**config.mk**
```make
export PLATFORM = sky130hd
export DESIGN_NAME = adc_spi_reader_flat
export DESIGN_NICKNAME = d
export VERILOG_FILES = /design/src/rtl/adc_pkg.sv /design/src/rtl/adc_spi_reader_if.sv /design/src/rtl/adc_sclk_tick.sv /design/src/rtl/adc_spi_reader.sv /design/src/flat_wrapper.sv
export SDC_FILE = /design/constraint.sdc
export NUM_CORES = 1
export LEC_CHECK = 0
export CAP_MARGIN = 20
export CORE_ASPECT_RATIO = 0.7
export CORE_MARGIN = 3
export CORE_UTILIZATION = 55
export CTS_BUF_LIST = sky130_fd_sc_hd__clkbuf_16
export CTS_CLUSTER_DIAMETER = 40
export CTS_CLUSTER_SIZE = 14
export DETAILED_ROUTE_END_ITERATION = 8
export PLACE_DENSITY = 0.8
export SLEW_MARGIN = 20
export SYNTH_ARGS = -nofsm -noshare
export SYNTH_HDL_FRONTEND = slang
export SYNTH_SLANG_ARGS = --single-unit
export TNS_END_PERCENT = 10
```
**constraint.sdc**
```tcl
create_clock -name clk -period 3.63 [get_ports clk]
set_input_delay 0.5445 -clock clk [delete_from_list [all_inputs] [get_ports clk]]
set_output_delay 0.5445 -clock clk [all_outputs]
set_load 0.02 [all_outputs]
```
**src/rtl/adc_pkg.sv**
```systemverilog
// Shared ADC constants and FSM state encoding for the SPI reader.
// The tuner datapath imports this package for the sample width.
package adc_pkg;

    localparam int unsigned ADC_FRAME_BITS = 16;
    localparam int unsigned ADC_DATA_BITS  = 12;

    typedef enum logic [2:0] {
        IDLE  = 3'd0,
        SETUP = 3'd1,
        SHIFT = 3'd2,
        DONE  = 3'd3,
        QUIET = 3'd4
    } adc_state_e;

endpackage

```
**src/rtl/adc_spi_reader_if.sv**
```systemverilog
// Start/serial/sample bundle between the ADC SPI reader and its neighbours.
interface adc_spi_reader_if
    import adc_pkg::*;
#(
    parameter int unsigned DATA_BITS = ADC_DATA_BITS
);

    logic                 start;
    logic                 sdata;
    logic                 cs_n;
    logic                 sclk;
    logic [DATA_BITS-1:0] sample;
    logic                 sample_valid;
    logic                 busy;

    modport master (
        input  start, sdata,
        output cs_n, sclk, sample, sample_valid, busy
    );

    modport slave (
        output start, sdata,
        input  cs_n, sclk, sample, sample_valid, busy
    );

endinterface

```
**src/rtl/adc_sclk_tick.sv**
```systemverilog
// Half-period divider: one-cycle tick every CLK_DIV clocks while enabled.
module adc_sclk_tick #(
    parameter int unsigned CLK_DIV = 4
) (
    input  logic clk,
    input  logic rst,
    input  logic en,
    output logic tick_c
);

    localparam int unsigned CNT_W = (CLK_DIV > 1) ? $clog2(CLK_DIV) : 1;

    logic [CNT_W-1:0] cnt_q;

    assign tick_c = en && (cnt_q == CNT_W'(CLK_DIV - 1));

    // Held at zero while disabled so every frame starts on a full half-period.
    always_ff @(posedge clk or negedge rst) begin
        if (!rst) begin
            cnt_q <= '0;
        end else if (!en || tick_c) begin
            cnt_q <= '0;
        end else begin
            cnt_q <= cnt_q + CNT_W'(1);
        end
    end

endmodule

```
**src/rtl/adc_spi_reader.sv**
```systemverilog
// SPI master for an AD7476-style ADC: one start pulse runs one frame and
// returns the low DATA_BITS of the shifted word with a one-cycle valid strobe.
module adc_spi_reader
    import adc_pkg::*;
#(
    parameter int unsigned CLK_DIV    = 4,
    parameter int unsigned FRAME_BITS = ADC_FRAME_BITS,
    parameter int unsigned DATA_BITS  = ADC_DATA_BITS,
    parameter int unsigned QUIET_CYC  = 8
) (
    input  logic              clk,
    input  logic              rst,
    adc_spi_reader_if.master  bus
);

    localparam int unsigned BIT_W   = $clog2(FRAME_BITS + 1);
    localparam int unsigned QUIET_W = $clog2(QUIET_CYC + 1);

    localparam logic [2:0] S_IDLE  = 3'(IDLE);
    localparam logic [2:0] S_SETUP = 3'(SETUP);
    localparam logic [2:0] S_SHIFT = 3'(SHIFT);
    localparam logic [2:0] S_DONE  = 3'(DONE);
    localparam logic [2:0] S_QUIET = 3'(QUIET);

    logic [2:0]            state_q,     state_d;
    logic                  cs_n_q,      cs_n_d;
    logic                  sclk_q,      sclk_d;
    logic [FRAME_BITS-1:0] shift_q,     shift_d;
    logic [BIT_W-1:0]      bit_cnt_q,   bit_cnt_d;
    logic [QUIET_W-1:0]    quiet_cnt_q, quiet_cnt_d;
    logic [DATA_BITS-1:0]  sample_q,    sample_d;
    logic                  valid_q,     valid_d;
    logic                  busy_q,      busy_d;

    logic tick_en;
    logic tick;

    assign tick_en = !cs_n_q;

    adc_sclk_tick #(
        .CLK_DIV (CLK_DIV)
    ) u_sclk_tick (
        .clk    (clk),
        .rst    (rst),
        .en     (tick_en),
        .tick_c (tick)
    );

    // State and output registers.
    always_ff @(posedge clk or negedge rst) begin
        if (!rst) begin
            state_q     <= S_IDLE;
            cs_n_q      <= 1'b1;
            sclk_q      <= 1'b1;
            shift_q     <= '0;
            bit_cnt_q   <= '0;
            quiet_cnt_q <= '0;
            sample_q    <= '0;
            valid_q     <= 1'b0;
            busy_q      <= 1'b0;
        end else begin
            state_q     <= state_d;
            cs_n_q      <= cs_n_d;
            sclk_q      <= sclk_d;
            shift_q     <= shift_d;
            bit_cnt_q   <= bit_cnt_d;
            quiet_cnt_q <= quiet_cnt_d;
            sample_q    <= sample_d;
            valid_q     <= valid_d;
            busy_q      <= busy_d;
        end
    end

    // Next-state and next-output logic; sclk only moves on divider ticks.
    always_comb begin
        state_d     = state_q;
        cs_n_d      = cs_n_q;
        sclk_d      = sclk_q;
        shift_d     = shift_q;
        bit_cnt_d   = bit_cnt_q;
        quiet_cnt_d = quiet_cnt_q;
        sample_d    = sample_q;
        valid_d     = 1'b0;
        busy_d      = busy_q;

        case (state_q)
            S_IDLE: begin
                bit_cnt_d = '0;
                if (bus.start) begin
                    state_d = S_SETUP;
                    cs_n_d  = 1'b0;
                    busy_d  = 1'b1;
                    shift_d = '0;
                end
            end
            S_SETUP: begin
                if (tick) begin
                    sclk_d  = 1'b0;
                    state_d = S_SHIFT;
                end
            end
            S_SHIFT: begin
                if (tick) begin
                    if (sclk_q) begin
                        sclk_d = 1'b0;
                    end else begin
                        // Capture on the rising edge; data was launched on the previous fall.
                        sclk_d    = 1'b1;
                        shift_d   = {shift_q[FRAME_BITS-2:0], bus.sdata};
                        bit_cnt_d = bit_cnt_q + BIT_W'(1);
                        if (bit_cnt_q == BIT_W'(FRAME_BITS - 1)) begin
                            state_d = S_DONE;
                        end
                    end
                end
            end
            S_DONE: begin
                if (tick) begin
                    cs_n_d      = 1'b1;
                    sample_d    = shift_q[DATA_BITS-1:0];
                    valid_d     = 1'b1;
                    quiet_cnt_d = '0;
                    state_d     = S_QUIET;
                end
            end
            S_QUIET: begin
                if (quiet_cnt_q == QUIET_W'(QUIET_CYC - 1)) begin
                    state_d = S_IDLE;
                    busy_d  = 1'b0;
                end else begin
                    quiet_cnt_d = quiet_cnt_q + QUIET_W'(1);
                end
            end
            default: begin
                state_d = S_IDLE;
                cs_n_d  = 1'b1;
                sclk_d  = 1'b1;
                busy_d  = 1'b0;
            end
        endcase
    end

    assign bus.cs_n         = cs_n_q;
    assign bus.sclk         = sclk_q;
    assign bus.sample       = sample_q;
    assign bus.sample_valid = valid_q;
    assign bus.busy         = busy_q;

endmodule
```
**src/flat_wrapper.sv**
```systemverilog
// flat-port wrapper written by rule: the top's interface ports become plain ports
module adc_spi_reader_flat import adc_pkg::*;
#(
    parameter int unsigned CLK_DIV    = 4,
    parameter int unsigned FRAME_BITS = ADC_FRAME_BITS,
    parameter int unsigned DATA_BITS  = ADC_DATA_BITS,
    parameter int unsigned QUIET_CYC  = 8
)
  (clk, rst, bus_start, bus_sdata, bus_cs_n, bus_sclk, bus_sample, bus_sample_valid, bus_busy);
  adc_spi_reader_if #(.DATA_BITS(DATA_BITS)) bus_i ();
  input  logic clk;
  input  logic rst;
  input wire logic [$bits(bus_i.start)-1:0] bus_start;
  input wire logic [$bits(bus_i.sdata)-1:0] bus_sdata;
  output wire logic [$bits(bus_i.cs_n)-1:0] bus_cs_n;
  output wire logic [$bits(bus_i.sclk)-1:0] bus_sclk;
  output wire logic [$bits(bus_i.sample)-1:0] bus_sample;
  output wire logic [$bits(bus_i.sample_valid)-1:0] bus_sample_valid;
  output wire logic [$bits(bus_i.busy)-1:0] bus_busy;
  assign bus_i.start = bus_start;
  assign bus_i.sdata = bus_sdata;
  assign bus_cs_n = bus_i.cs_n;
  assign bus_sclk = bus_i.sclk;
  assign bus_sample = bus_i.sample;
  assign bus_sample_valid = bus_i.sample_valid;
  assign bus_busy = bus_i.busy;
  adc_spi_reader #(.CLK_DIV(CLK_DIV), .FRAME_BITS(FRAME_BITS), .DATA_BITS(DATA_BITS), .QUIET_CYC(QUIET_CYC)) u_core (.clk(clk), .rst(rst), .bus(bus_i));
endmodule
```
==> flow_summary.toml <==
[grt]
grt.overflow.total = 0
grt_pass1_wl_um = 5450
grt_usage_pct = 18.8
antenna_found_initial = 0
grt_pass1_vias = 1127
grt_max_degree = 43

[routing]
detail-route-antenna-nets = 0
firstDrtPassIters = 4
wire_per_inst_um = 16.1
viasPerCell = 5.96
detail_route.iter0.violations = 81
vias = 1169
wirelength_um = 3160
drc_errors = 0

[critical_path]
critical_path_class = "flop to output port"
arrival_ns = 1.52
slowest_delay_ns = 0.63
cp_slowest_cell = "clkdlybuf4s50_1"
r2r_start = "u_core.u_sclk_tick.cnt_q[0]$_DFF_PN0_"
ff2ff_path_depth = 5
path_cells = "clkdlybuf4s50_1"
endpoint = "bus_cs_n"
worstPathRequired_ns = 3.09
r2r_slack_ns = 1.65
r2r_end = "u_core.shift_q[5]$_DFFE_PN0P_"
cp_num_cells = 1
cp-end-kind = "output port"
cp-start-kind = "flop"
critical-path-top-delay-family = "buffers and inverters"
crit_start = "u_core.bus.cs_n$_DFFE_PN1P_"
cp_num_buf_inv = 1
crit_path_max_fanout = 9

[cells_and_area]
multi_input_area_sq_um = 691
drive_gt1_share_pct = 15.0
fillerInstances = 205
seqCellArea_sq_um = 1050
fin_util_pct = 71.9
finalNonFillerCells = 196
fin_nets = 167
antenna_cells = 0
syn2layout_area_growth_pct = 17.5

[floorplanning]
die_h_um = 54.0
start_util_pct = 61.2
coreArea_sq_um = 2960
die_w_um = 74.6
ioPinCount = 20
die_area_sq_um = 4030
fp-row-count = 16

[synth]
syn_nets = 147
syn_avg_cell_area_sq_um = 13.0
async_flop_share_pct = 100
yosysWarnings = 0
yosys_most_used_dff = "dfrtp_1"
netlist_area_sq_um = 1810
synth_top_cell_area_share_pct = 55.2
synthTopCellsByArea = "dfrtp_1 55%, a22o_1 6.8%, mux2_4 5.8%"
synth-edff-count = 0
synth_seq_cells = 42
synth.distinct_cells = 39
ys_seq_area_share_pct = 58.1
synth_cells = 139
synthTopCellsByCount = "40 x dfrtp_1, 14 x a22o_1, 7 x mux2_4"
synth.most_common_cell = "dfrtp_1"
synth_top_area_cell = "dfrtp_1"

[clocking]
path_clk_slew_ns = 0.06
clk_path_buf_depth = 2
cts-root-buf = "clkbuf_16"
postCtsHoldBufs = 0
numCtsBuffers = 5
tritoncts = "built"
cts_num_sinks = 42
cts_setup_buffers = 0
cts_resized = 0
htreeDepth = 2
clk_latency_ns = 0.28

[place]
port_buffers = 19
dp_cells = 188
hpwl_um = 2160
gp_congestion = 0.796

[power_and_ir_drop]
ir_drop_uv = 308
power.leakage_uw = 0.00101
powerDensity_nw_per_um2 = 419

[timing]
fin_crit_sh_pct = 56.9
min_period_ns = 2.07
rsz0062_at_grt = "no"
worst_hold_slack_ns = 0.390
max_clock_freq_mhz = 484
slew_violations = 0
setup_violations = 0
slew-limit-headroom_pct = 40.6
hold_viol = 0
skew_ns = 0.00365
tightest_slew_ns = 0.890
fin_tns_setup_ns = 0

[run_status]
status = "finished clean"

[worst_hold_path]
hold_path_class = "input port to async pin"

[job]
cap_violations = 0
-- state kept, by name, indices dropped and copies added, names as in the netlist --
signal,count
u_core.state_q,3
u_core.shift_q,12
u_core.bus.sclk,1
u_core.bus.sample_valid,1
u_core.bus.busy,1
u_core.u_sclk_tick.cnt_q,2
u_core.bus.sample,12
u_core.quiet_cnt_q,4
u_core.bit_cnt_q,5
u_core.bus.cs_n,1
-- cell usage in the layout, fill, tap and decap left out, types with 3 or more instances in the layout --
| cell type | count |
|---|---|
| a21oi_1 | 6 |
| a22o_1 | 14 |
| and3_1 | 3 |
| clkbuf_16 | 5 |
| clkdlybuf4s50_1 | 18 |
| dfrtp_1 | 40 |
| ha_1 | 4 |
| inv_1 | 6 |
| mux2_2 | 5 |
| mux2_4 | 7 |
| nand2_1 | 6 |
| nand3_1 | 3 |
| nor2_1 | 5 |
| o21ai_0 | 6 |
-- logic make-up (layout without fill, tap and decap cells) --
family	count (synthesis)	in the layout	synth area share [%]
flip-flops	42	42	58.1
XOR/XNOR	3	3	1.45
AO/OA/AOI/OAI	35	35	13.7
AND/OR/NAND/NOR	30	30	10.1
adder cells (fa/ha/maj)	4	4	2.76
multiplexers	14	14	10.0
buffers and inverters	11	32	3.80
-- per-stage QoR --
stage                     area [sq um]  setup slack, ns  total power (uW)
after floorplan                   1810             1.93               478
after global placement            1990             1.73               489
after detailed placement          1990             1.64               490
after CTS                         2130             1.56               900
after global routing              2130             1.45               921
final                             2130             1.56               893
-- how the worst min path moves through the flow --
stage	start	to	slack, ns	cells past startpoint
5_1_grt	u_core.u_sclk_tick.cnt_q[0]$_DFF_PN0_	u_core.u_sclk_tick.cnt_q[0]$_DFF_PN0_	0.45	1
4_1_cts	rst	u_core.bit_cnt_q[4]$_DFFE_PN0P_	0.42	1
3_5_place_dp	u_core.u_sclk_tick.cnt_q[0]$_DFF_PN0_	u_core.u_sclk_tick.cnt_q[0]$_DFF_PN0_	0.43	1
3_3_place_gp	u_core.u_sclk_tick.cnt_q[0]$_DFF_PN0_	u_core.u_sclk_tick.cnt_q[0]$_DFF_PN0_	0.42	1
2_1_floorplan	rst	u_core.bit_cnt_q[0]$_DFFE_PN0P_	0.25	0
6_report	rst	u_core.bit_cnt_q[4]$_DFFE_PN0P_	0.39	1
-- routing by layer --
layer  global-route usage (%)  wire, um
met3                     5.22       142
met4                     7.99        53
met2                     26.7      1440
met1                     27.0      1530
met5                        0         0
-- area by class of cell --
class                   instances  area share (%)
flip-flops and latches         42            49.4
clock buffers                   5            5.87
clock inverters                 3           0.587
multi-input cells              86            32.4
inverters                       5           0.881
repair buffers                 19            8.69
well taps                      36            2.11
-- where the power goes --
part / switching (uW) / leakage, uW / internal (uW)
Clock: 164 / 0.0000724 / 248
Combinational: 9.61 / 0.000359 / 2.93
Sequential: 0 / 0.000575 / 468
Note: power is estimated with default switching activity, not from simulation.
